<file path="config.mk">
export PLATFORM = sky130hd
export DESIGN_NAME = core_mem_arbiter_flat
export DESIGN_NICKNAME = d
export VERILOG_FILES = /design/src/rtl/core_mem_arbiter_pkg.sv /design/src/rtl/core_mem_arbiter_if.sv /design/src/rtl/core_mem_arbiter_slot.sv /design/src/rtl/core_mem_arbiter.sv /design/src/flat_wrapper.sv
export SDC_FILE = /design/constraint.sdc
export NUM_CORES = 1
export LEC_CHECK = 0
export ABC_AREA = 1
export CAP_MARGIN = 20
export CORE_MARGIN = 2
export CORE_UTILIZATION = 40
export CTS_BUF_LIST = sky130_fd_sc_hd__clkbuf_4 sky130_fd_sc_hd__clkbuf_8 sky130_fd_sc_hd__clkbuf_16
export CTS_CLUSTER_SIZE = 16
export DETAILED_ROUTE_END_ITERATION = 6
export PLACE_DENSITY = 0.79
export SLEW_MARGIN = 5
export SYNTH_ARGS = -nofsm -noshare
export SYNTH_HDL_FRONTEND = slang
export SYNTH_SLANG_ARGS = --single-unit
</file>
<file path="constraint.sdc">
create_clock -name clk -period 1.5 [get_ports clk]
set_input_delay 0.3 -clock clk [delete_from_list [all_inputs] [get_ports clk]]
set_output_delay 0.3 -clock clk [all_outputs]
set_load 0.005 [all_outputs]
</file>
<file path="src/rtl/core_mem_arbiter_pkg.sv">
`default_nettype none
// ============================================================================
// Module   : core_mem_arb_pkg
// Purpose  : Shared types and constants for the core memory arbiter:
//            FSM state encoding, grant encoding and byte-mask width.
// Revision : 1.0 - initial release
// ============================================================================
package core_mem_arb_pkg;

    localparam int c_MASK_W = 4;

    typedef enum logic [1:0] {
        IDLE  = 2'd0,
        ISSUE = 2'd1,
        WAIT  = 2'd2
    } state_t;

    typedef enum logic {
        GNT_I = 1'b0,
        GNT_D = 1'b1
    } grant_t;

endpackage
`default_nettype wire

</file>
<file path="src/rtl/core_mem_arbiter_if.sv">
`default_nettype none
// ============================================================================
// Module   : core_mem_arbiter_if
// Purpose  : Bundles the instruction-fetch port, the data load/store port and
//            the main-memory request/response channel of the arbiter.
//            master : arbiter view (serves the core, masters memory)
//            slave  : environment view (core ports plus memory model)
// Revision : 1.0 - initial release
// ============================================================================
interface core_mem_arbiter_if #(
    parameter int ADDR_W = 32,
    parameter int DATA_W = 32
);
    import core_mem_arb_pkg::*;

    // Instruction fetch port
    logic [ADDR_W-1:0]   icache_addr;
    logic                icache_re;
    logic                icache_req_ready;
    logic                icache_resp_valid;
    logic [DATA_W-1:0]   icache_dout;

    // Data load/store port
    logic [ADDR_W-1:0]   dcache_addr;
    logic                dcache_re;
    logic [c_MASK_W-1:0] dcache_we;
    logic [DATA_W-1:0]   dcache_din;
    logic                dcache_req_ready;
    logic                dcache_resp_valid;
    logic [DATA_W-1:0]   dcache_dout;

    // Main memory channel
    logic                mem_req_valid;
    logic                mem_req_ready;
    logic                mem_req_rw;
    logic [ADDR_W-1:0]   mem_req_addr;
    logic [DATA_W-1:0]   mem_req_data;
    logic [c_MASK_W-1:0] mem_req_mask;
    logic                mem_resp_valid;
    logic [DATA_W-1:0]   mem_resp_data;

    modport master (
        input  icache_addr, icache_re,
        output icache_req_ready, icache_resp_valid, icache_dout,
        input  dcache_addr, dcache_re, dcache_we, dcache_din,
        output dcache_req_ready, dcache_resp_valid, dcache_dout,
        output mem_req_valid, mem_req_rw, mem_req_addr, mem_req_data, mem_req_mask,
        input  mem_req_ready, mem_resp_valid, mem_resp_data
    );

    modport slave (
        output icache_addr, icache_re,
        input  icache_req_ready, icache_resp_valid, icache_dout,
        output dcache_addr, dcache_re, dcache_we, dcache_din,
        input  dcache_req_ready, dcache_resp_valid, dcache_dout,
        input  mem_req_valid, mem_req_rw, mem_req_addr, mem_req_data, mem_req_mask,
        output mem_req_ready, mem_resp_valid, mem_resp_data
    );

endinterface
`default_nettype wire

</file>
<file path="src/rtl/core_mem_arbiter_slot.sv">
`default_nettype none
// ============================================================================
// Module   : mem_req_slot
// Purpose  : One-entry request holding register (valid/addr/data/mask/rw).
//            Ports: i_capture loads the entry, i_free empties it; o_* expose
//            the held request. Capture wins if both are asserted, although
//            the arbiter never frees an empty slot nor captures into a full one.
// Revision : 1.0 - initial release
// ============================================================================
module mem_req_slot
    import core_mem_arb_pkg::*;
#(
    parameter int ADDR_W = 32,
    parameter int DATA_W = 32
) (
    input  wire logic                clk,
    input  wire logic                reset,
    input  wire logic                i_capture,
    input  wire logic                i_free,
    input  wire logic [ADDR_W-1:0]   i_addr,
    input  wire logic [DATA_W-1:0]   i_data,
    input  wire logic [c_MASK_W-1:0] i_mask,
    input  wire logic                i_rw,
    output logic                     o_valid,
    output logic [ADDR_W-1:0]        o_addr,
    output logic [DATA_W-1:0]        o_data,
    output logic [c_MASK_W-1:0]      o_mask,
    output logic                     o_rw
);

    logic                r_valid;
    logic [ADDR_W-1:0]   r_addr;
    logic [DATA_W-1:0]   r_data;
    logic [c_MASK_W-1:0] r_mask;
    logic                r_rw;

    always_ff @(posedge clk or negedge reset) begin
        if (!reset) begin
            r_valid <= 1'b0;
            r_addr  <= '0;
            r_data  <= '0;
            r_mask  <= '0;
            r_rw    <= 1'b0;
        end else if (i_capture) begin
            r_valid <= 1'b1;
            r_addr  <= i_addr;
            r_data  <= i_data;
            r_mask  <= i_mask;
            r_rw    <= i_rw;
        end else if (i_free) begin
            r_valid <= 1'b0;
        end
    end

    assign o_valid = r_valid;
    assign o_addr  = r_addr;
    assign o_data  = r_data;
    assign o_mask  = r_mask;
    assign o_rw    = r_rw;

endmodule
`default_nettype wire

</file>
<file path="src/rtl/core_mem_arbiter.sv">
`default_nettype none
// ============================================================================
// Module   : core_mem_arbiter
// Purpose  : Arbitrates the instruction-fetch and data ports onto a single
//            main-memory channel with one outstanding transaction.
//            clk   : rising-edge clock
//            reset : asynchronous, active-low
//            bus   : core_mem_arbiter_if.master (fetch port, data port,
//                    memory request/response channel)
// Revision : 1.0 - initial release
// ============================================================================
module core_mem_arbiter
    import core_mem_arb_pkg::*;
#(
    parameter int ADDR_W = 32,
    parameter int DATA_W = 32
) (
    input  wire logic          clk,
    input  wire logic          reset,
    core_mem_arbiter_if.master bus
);

    logic                w_i_valid, w_d_valid;
    logic [ADDR_W-1:0]   w_i_addr, w_d_addr;
    logic [DATA_W-1:0]   w_i_data, w_d_data;
    logic [c_MASK_W-1:0] w_i_mask, w_d_mask;
    logic                w_i_rw, w_d_rw;
    logic                w_i_capture, w_d_capture;
    logic                w_i_free, w_d_free;
    logic                w_d_is_write;
    grant_t              w_next_grant;

    state_t              r_state;
    grant_t              r_last_grant;   // also identifies the port being served
    logic                r_req_valid;
    logic                r_req_rw;
    logic [ADDR_W-1:0]   r_req_addr;
    logic [DATA_W-1:0]   r_req_data;
    logic [c_MASK_W-1:0] r_req_mask;
    logic                r_i_resp_valid, r_d_resp_valid;
    logic [DATA_W-1:0]   r_i_dout, r_d_dout;

    // Any nonzero byte mask makes the request a store, even with dcache_re set.
    assign w_d_is_write = |bus.dcache_we;
    assign w_i_capture  = bus.icache_re && !w_i_valid;
    assign w_d_capture  = (bus.dcache_re || w_d_is_write) && !w_d_valid;

    // Reads free their slot with the response; stores free on memory accept.
    assign w_i_free = (r_state == WAIT) && bus.mem_resp_valid && (r_last_grant == GNT_I);
    assign w_d_free = ((r_state == WAIT) && bus.mem_resp_valid && (r_last_grant == GNT_D))
                   || ((r_state == ISSUE) && bus.mem_req_ready && r_req_rw);

    mem_req_slot #(.ADDR_W(ADDR_W), .DATA_W(DATA_W)) u_i_slot (
        .clk       (clk),
        .reset     (reset),
        .i_capture (w_i_capture),
        .i_free    (w_i_free),
        .i_addr    (bus.icache_addr),
        .i_data    ('0),
        .i_mask    ('0),
        .i_rw      (1'b0),
        .o_valid   (w_i_valid),
        .o_addr    (w_i_addr),
        .o_data    (w_i_data),
        .o_mask    (w_i_mask),
        .o_rw      (w_i_rw)
    );

    mem_req_slot #(.ADDR_W(ADDR_W), .DATA_W(DATA_W)) u_d_slot (
        .clk       (clk),
        .reset     (reset),
        .i_capture (w_d_capture),
        .i_free    (w_d_free),
        .i_addr    (bus.dcache_addr),
        .i_data    (bus.dcache_din),
        .i_mask    (bus.dcache_we),
        .i_rw      (w_d_is_write),
        .o_valid   (w_d_valid),
        .o_addr    (w_d_addr),
        .o_data    (w_d_data),
        .o_mask    (w_d_mask),
        .o_rw      (w_d_rw)
    );

    // Round-robin on a tie; a lone valid slot always wins.
    always_comb begin
        w_next_grant = GNT_I;
        if (w_i_valid && w_d_valid) begin
            w_next_grant = (r_last_grant == GNT_I) ? GNT_D : GNT_I;
        end else if (w_d_valid) begin
            w_next_grant = GNT_D;
        end
    end

    always_ff @(posedge clk or negedge reset) begin
        if (!reset) begin
            r_state        <= IDLE;
            r_last_grant   <= GNT_I;
            r_req_valid    <= 1'b0;
            r_req_rw       <= 1'b0;
            r_req_addr     <= '0;
            r_req_data     <= '0;
            r_req_mask     <= '0;
            r_i_resp_valid <= 1'b0;
            r_d_resp_valid <= 1'b0;
            r_i_dout       <= '0;
            r_d_dout       <= '0;
        end else begin
            r_i_resp_valid <= 1'b0;
            r_d_resp_valid <= 1'b0;
            case (r_state)
                IDLE: begin
                    if (w_i_valid || w_d_valid) begin
                        r_last_grant <= w_next_grant;
                        r_req_valid  <= 1'b1;
                        r_state      <= ISSUE;
                        if (w_next_grant == GNT_D) begin
                            r_req_rw   <= w_d_rw;
                            r_req_addr <= w_d_addr;
                            r_req_data <= w_d_data;
                            r_req_mask <= w_d_mask;
                        end else begin
                            r_req_rw   <= w_i_rw;
                            r_req_addr <= w_i_addr;
                            r_req_data <= w_i_data;
                            r_req_mask <= w_i_mask;
                        end
                    end
                end
                ISSUE: begin
                    if (bus.mem_req_ready) begin
                        r_req_valid <= 1'b0;
                        r_state     <= r_req_rw ? IDLE : WAIT;
                    end
                end
                WAIT: begin
                    // Responses arriving in any other state are dropped.
                    if (bus.mem_resp_valid) begin
                        r_state <= IDLE;
                        if (r_last_grant == GNT_D) begin
                            r_d_dout       <= bus.mem_resp_data;
                            r_d_resp_valid <= 1'b1;
                        end else begin
                            r_i_dout       <= bus.mem_resp_data;
                            r_i_resp_valid <= 1'b1;
                        end
                    end
                end
                default: r_state <= IDLE;
            endcase
        end
    end

    assign bus.icache_req_ready  = !w_i_valid;
    assign bus.dcache_req_ready  = !w_d_valid;
    assign bus.icache_resp_valid = r_i_resp_valid;
    assign bus.dcache_resp_valid = r_d_resp_valid;
    assign bus.icache_dout       = r_i_dout;
    assign bus.dcache_dout       = r_d_dout;
    assign bus.mem_req_valid     = r_req_valid;
    assign bus.mem_req_rw        = r_req_rw;
    assign bus.mem_req_addr      = r_req_addr;
    assign bus.mem_req_data      = r_req_data;
    assign bus.mem_req_mask      = r_req_mask;

endmodule
`default_nettype wire

</file>
<file path="src/flat_wrapper.sv">
// flat-port wrapper written by rule: the top's interface ports become plain ports
module core_mem_arbiter_flat import core_mem_arb_pkg::*;
#(
    parameter int ADDR_W = 32,
    parameter int DATA_W = 32
)
  (clk, reset, bus_icache_addr, bus_icache_re, bus_icache_req_ready, bus_icache_resp_valid, bus_icache_dout, bus_dcache_addr, bus_dcache_re, bus_dcache_we, bus_dcache_din, bus_dcache_req_ready, bus_dcache_resp_valid, bus_dcache_dout, bus_mem_req_valid, bus_mem_req_rw, bus_mem_req_addr, bus_mem_req_data, bus_mem_req_mask, bus_mem_req_ready, bus_mem_resp_valid, bus_mem_resp_data);
  core_mem_arbiter_if #(.ADDR_W(ADDR_W), .DATA_W(DATA_W)) bus_i ();
  input  wire logic clk;
  input  wire logic reset;
  input wire logic [$bits(bus_i.icache_addr)-1:0] bus_icache_addr;
  input wire logic [$bits(bus_i.icache_re)-1:0] bus_icache_re;
  output wire logic [$bits(bus_i.icache_req_ready)-1:0] bus_icache_req_ready;
  output wire logic [$bits(bus_i.icache_resp_valid)-1:0] bus_icache_resp_valid;
  output wire logic [$bits(bus_i.icache_dout)-1:0] bus_icache_dout;
  input wire logic [$bits(bus_i.dcache_addr)-1:0] bus_dcache_addr;
  input wire logic [$bits(bus_i.dcache_re)-1:0] bus_dcache_re;
  input wire logic [$bits(bus_i.dcache_we)-1:0] bus_dcache_we;
  input wire logic [$bits(bus_i.dcache_din)-1:0] bus_dcache_din;
  output wire logic [$bits(bus_i.dcache_req_ready)-1:0] bus_dcache_req_ready;
  output wire logic [$bits(bus_i.dcache_resp_valid)-1:0] bus_dcache_resp_valid;
  output wire logic [$bits(bus_i.dcache_dout)-1:0] bus_dcache_dout;
  output wire logic [$bits(bus_i.mem_req_valid)-1:0] bus_mem_req_valid;
  output wire logic [$bits(bus_i.mem_req_rw)-1:0] bus_mem_req_rw;
  output wire logic [$bits(bus_i.mem_req_addr)-1:0] bus_mem_req_addr;
  output wire logic [$bits(bus_i.mem_req_data)-1:0] bus_mem_req_data;
  output wire logic [$bits(bus_i.mem_req_mask)-1:0] bus_mem_req_mask;
  input wire logic [$bits(bus_i.mem_req_ready)-1:0] bus_mem_req_ready;
  input wire logic [$bits(bus_i.mem_resp_valid)-1:0] bus_mem_resp_valid;
  input wire logic [$bits(bus_i.mem_resp_data)-1:0] bus_mem_resp_data;
  assign bus_i.icache_addr = bus_icache_addr;
  assign bus_i.icache_re = bus_icache_re;
  assign bus_icache_req_ready = bus_i.icache_req_ready;
  assign bus_icache_resp_valid = bus_i.icache_resp_valid;
  assign bus_icache_dout = bus_i.icache_dout;
  assign bus_i.dcache_addr = bus_dcache_addr;
  assign bus_i.dcache_re = bus_dcache_re;
  assign bus_i.dcache_we = bus_dcache_we;
  assign bus_i.dcache_din = bus_dcache_din;
  assign bus_dcache_req_ready = bus_i.dcache_req_ready;
  assign bus_dcache_resp_valid = bus_i.dcache_resp_valid;
  assign bus_dcache_dout = bus_i.dcache_dout;
  assign bus_mem_req_valid = bus_i.mem_req_valid;
  assign bus_mem_req_rw = bus_i.mem_req_rw;
  assign bus_mem_req_addr = bus_i.mem_req_addr;
  assign bus_mem_req_data = bus_i.mem_req_data;
  assign bus_mem_req_mask = bus_i.mem_req_mask;
  assign bus_i.mem_req_ready = bus_mem_req_ready;
  assign bus_i.mem_resp_valid = bus_mem_resp_valid;
  assign bus_i.mem_resp_data = bus_mem_resp_data;
  core_mem_arbiter #(.ADDR_W(ADDR_W), .DATA_W(DATA_W)) u_core (.clk(clk), .reset(reset), .bus(bus_i));
endmodule
</file>
==> impl_metrics.py <==
metrics = {
    "critical_path": {
        "end_kind": "output port",
        "critPathKind": "register to output port",
        "crit_slowest_cell": "dfrtp_1",
        "critical-path-top-delay-family": "flip-flops",
        "slowest_delay_ns": 0.37,
        "arrival_ns": 1.17,
        "cp_cell_sequence": "dlygate4sd2_1",
        "worst_setup_path_start_kind": "register",
        "cp_max_fo": 2,
        "worstPathRequired_ns": 1.20,
        "crit_buf_inv": 1,
    },
    "global_routing": {
        "grt_start_max_net_pins": 67,
        "grt_overflow": 0,
        "grt_pass1_wl_um": 46070,
        "antenna_found_initial": 3,
        "grt_pass1_vias": 8941,
        "grtUsageTotal_pct": 21.70,
    },
    "layout": {
        "multi_input_area_mm2": 0.003189,
        "antenna_cells": 0,
        "seqCellArea_mm2": 0.006058,
        "nets": 1547,
        "fillers": 2081,
        "syn_to_final_growth_pct": 45.73,
        "drive_above_1_share_pct": 10.85,
    },
    "power_and_ir_drop": {
        "power_frac_comb_pct": 41.0,
        "vdd_drop_max_v": 0.001012,
        "powerDensity_mw_per_mm2": 2061,
        "p_switching_mw": 10.57,
        "switching_share_pct": 35.51,
        "seqPwrFrac_pct": 37.0,
        "internal-power_mw": 19.20,
        "p_leak_nw": 7.447,
        "pwr-share-clk_pct": 22.0,
    },
    "synthesis": {
        "synth_seq_cells": 242,
        "yosysSeqAreaShare_pct": 61.09,
        "synth_nets": 1237,
        "yosysUniqueCellTypes": 22,
        "syn_avg_cell_area_um2": 9.020,
        "syn_area_mm2": 0.009913,
        "ys_warn_count": 0,
        "synth_cells": 1099,
    },
    "sta": {
        "tightest_slew_ns": 0.4409,
        "tns_ns": 0,
        "fin_worst_skew_ns": 0.01491,
        "hold_viol": 0,
        "max_slew_margin_pct": 70.61,
        "setup_violations": 0,
        "min_period_ns": 1.474,
        "drv_slew": 0,
        "hold-worst-slack_ns": 0.2976,
        "fmax_mhz": 678.5,
        "setup_ws_ns": 0.02608,
        "fin_crit_sh_pct": 98.26,
    },
    "routing": {
        "dr.pass1.iters": 5,
        "drt_iter0_markers": 731,
        "wl_per_cell_um": 16.43,
        "drt-total-wl_um": 28810,
        "via_per_inst": 5.039,
        "drc": 0,
        "ant_nets": 0,
        "via_count": 8833,
    },
    "floorplan": {
        "dieArea_mm2": 0.02606,
        "design.core.area_mm2": 0.02432,
        "start_util_pct": 40.76,
        "fp.dieH_um": 161.4,
        "die_w_um": 161.4,
        "num_rows": 57,
        "ios": 276,
    },
    "clock_tree": {
        "clock-sinks": 242,
        "path_clk_slew_ns": 0.07,
        "clockBufferDepth": 3,
        "cts-htree-levels": 1,
        "cts-root-buf": "clkbuf_16",
        "cts_tree": "yes",
        "numCtsBuffers": 26,
        "worstSkewPairLatency_ns": 0.53,
    },
    "flow_run": {
        "cap_violations": 0,
    },
    "place": {
        "port_buffers": 275,
        "post-place-ws_ns": -0.07845,
        "hpwlAfterDp_um": 18660,
        "gp_congestion": 0.8510,
    },
    "run_status": {
        "status": "complete, no violations",
    },
    "hold_path": {
        "hold_class": "primary input to asynchronous set/reset pin",
    },
}
==> layer usage <==
layer	GRT usage, %	up-vias	part of all wire, %
li1	-	4156	-
met1	28.52	4252	41
met2	36.60	366	49
met3	4.956	53	8.1
met4	5.317	6	2.0
met5	0	-	0.15
==> through the flow <==
step	instance area [um^2]	utilization, %	power [mW]	std cells
6_report	14450	59.40	29.77	1753
5_1_grt	14450	59.40	31.92	1753
4_1_cts	14110	58.02	28.97	1724
3_5_place_dp	13220	54.35	23.10	1659
3_3_place_gp	13220	54.35	22.64	1659
2_1_floorplan	9913	-	16.86	1099
==> sequential cells by signal (all words and copies together), names as in the netlist <==
signal / flops
u_core.bus.dcache_dout: 32
u_core.bus.dcache_resp_valid: 1
u_core.bus.icache_dout: 32
u_core.bus.icache_resp_valid: 1
u_core.bus.mem_req_addr: 32
u_core.bus.mem_req_data: 32
u_core.bus.mem_req_mask: 4
u_core.bus.mem_req_rw: 1
u_core.bus.mem_req_valid: 1
u_core.r_last_grant: 1
u_core.r_state: 2
u_core.u_d_slot.o_addr: 32
u_core.u_d_slot.o_data: 32
u_core.u_d_slot.o_mask: 4
u_core.u_d_slot.o_rw: 1
u_core.u_d_slot.o_valid: 1
u_core.u_i_slot.o_addr: 32
u_core.u_i_slot.o_valid: 1
==> final timing paths <==
check                      depth (start not counted)                           to  slack (ns)                        start
min in group clk                                   3   u_core.u_d_slot.o_data[23]        0.33           bus_dcache_din[23]
max                                                1         bus_mem_req_addr[13]        0.03  u_core.bus.mem_req_addr[13]
min                                                2   u_core.bus.icache_dout[15]        0.30                        reset
max reg2reg                                        8   u_core.bus.mem_req_addr[0]        0.05      u_core.u_d_slot.o_valid
min reg2reg                                        2   u_core.bus.mem_req_data[9]        0.47   u_core.bus.mem_req_data[9]
max in group asynchronous                          3  u_core.bus.mem_req_addr[15]        0.59                        reset
==> power groups by stage <==
stage          combinational, mW  clock (mW)  sequential, mW
2_1_floorplan               5.98           0            10.9
5_1_grt                     13.7        6.97            11.3
3_3_place_gp                11.7           0            11.0
6_report                    12.2        6.54            11.0
3_5_place_dp                12.0           0            11.1
4_1_cts                     11.4        6.68            10.9
==> what timing repair did <==
action                     CTS  global route
resized for setup          179            57
setup endpoints to repair  138           117
setup buffers               16            26
gates cloned                 0             3
hold buffers                 1             0
hold endpoints to repair    38             0
==> cell type report <==
| cell class | instances | area share (%) |
|---|---|---|
| inverters | 77 | 2.070 |
| clock inverters | 14 | 0.9440 |
| flip-flops and latches | 242 | 41.94 |
| repair buffers | 359 | 24.91 |
| multi-input cells | 703 | 22.08 |
| well taps | 324 | 2.806 |
| clock buffers | 34 | 5.257 |
==> synthesized netlist by cell type, drive strengths merged <==
library cell / n / area share [%]
clkbuf: 25 / 0.96
nand4: 1 / 0.063
dfrtp: 242 / 61
nor2: 39 / 1.6
a21oi: 33 / 1.7
nand2: 323 / 12
o21ai: 66 / 3.3
inv: 77 / 2.9
buf: 52 / 3.0
nand3: 209 / 11
nand3b: 32 / 2.4
==> logic make-up after synthesis <==
logic type             after synthesis  share of synthesized area, %
flip-flops                         242                         61.09
AND/OR/NAND/NOR                    604                         27.02
buffers and inverters              154                         6.891
AO/OA/AOI/OAI                       99                         4.998
==> placed cells by master (no fill, tap or decap), types with 3 or more instances in the layout <==
cell type        synthesis  routed
clkdlybuf4s15_1          0      81
nand2_2                  4       5
clkbuf_16                0      30
o21ai_1                 44      44
a21oi_1                 33      33
dlygate4sd2_1            0      53
buf_12                   0      19
clkdlybuf4s50_1          0     136
clkinv_2                 0       7
dfrtp_1                242     240
clkinv_4                 0       3
nand2_1                319     318
buf_4                    8      60
inv_2                    5       3
o21ai_0                 22      22
nand3_1                208     207
nor2_1                  36      35
inv_1                   71      71
clkbuf_8                 0       5
nand3b_1                32      32
No activity file was read; power rests on OpenSTA's default activity.
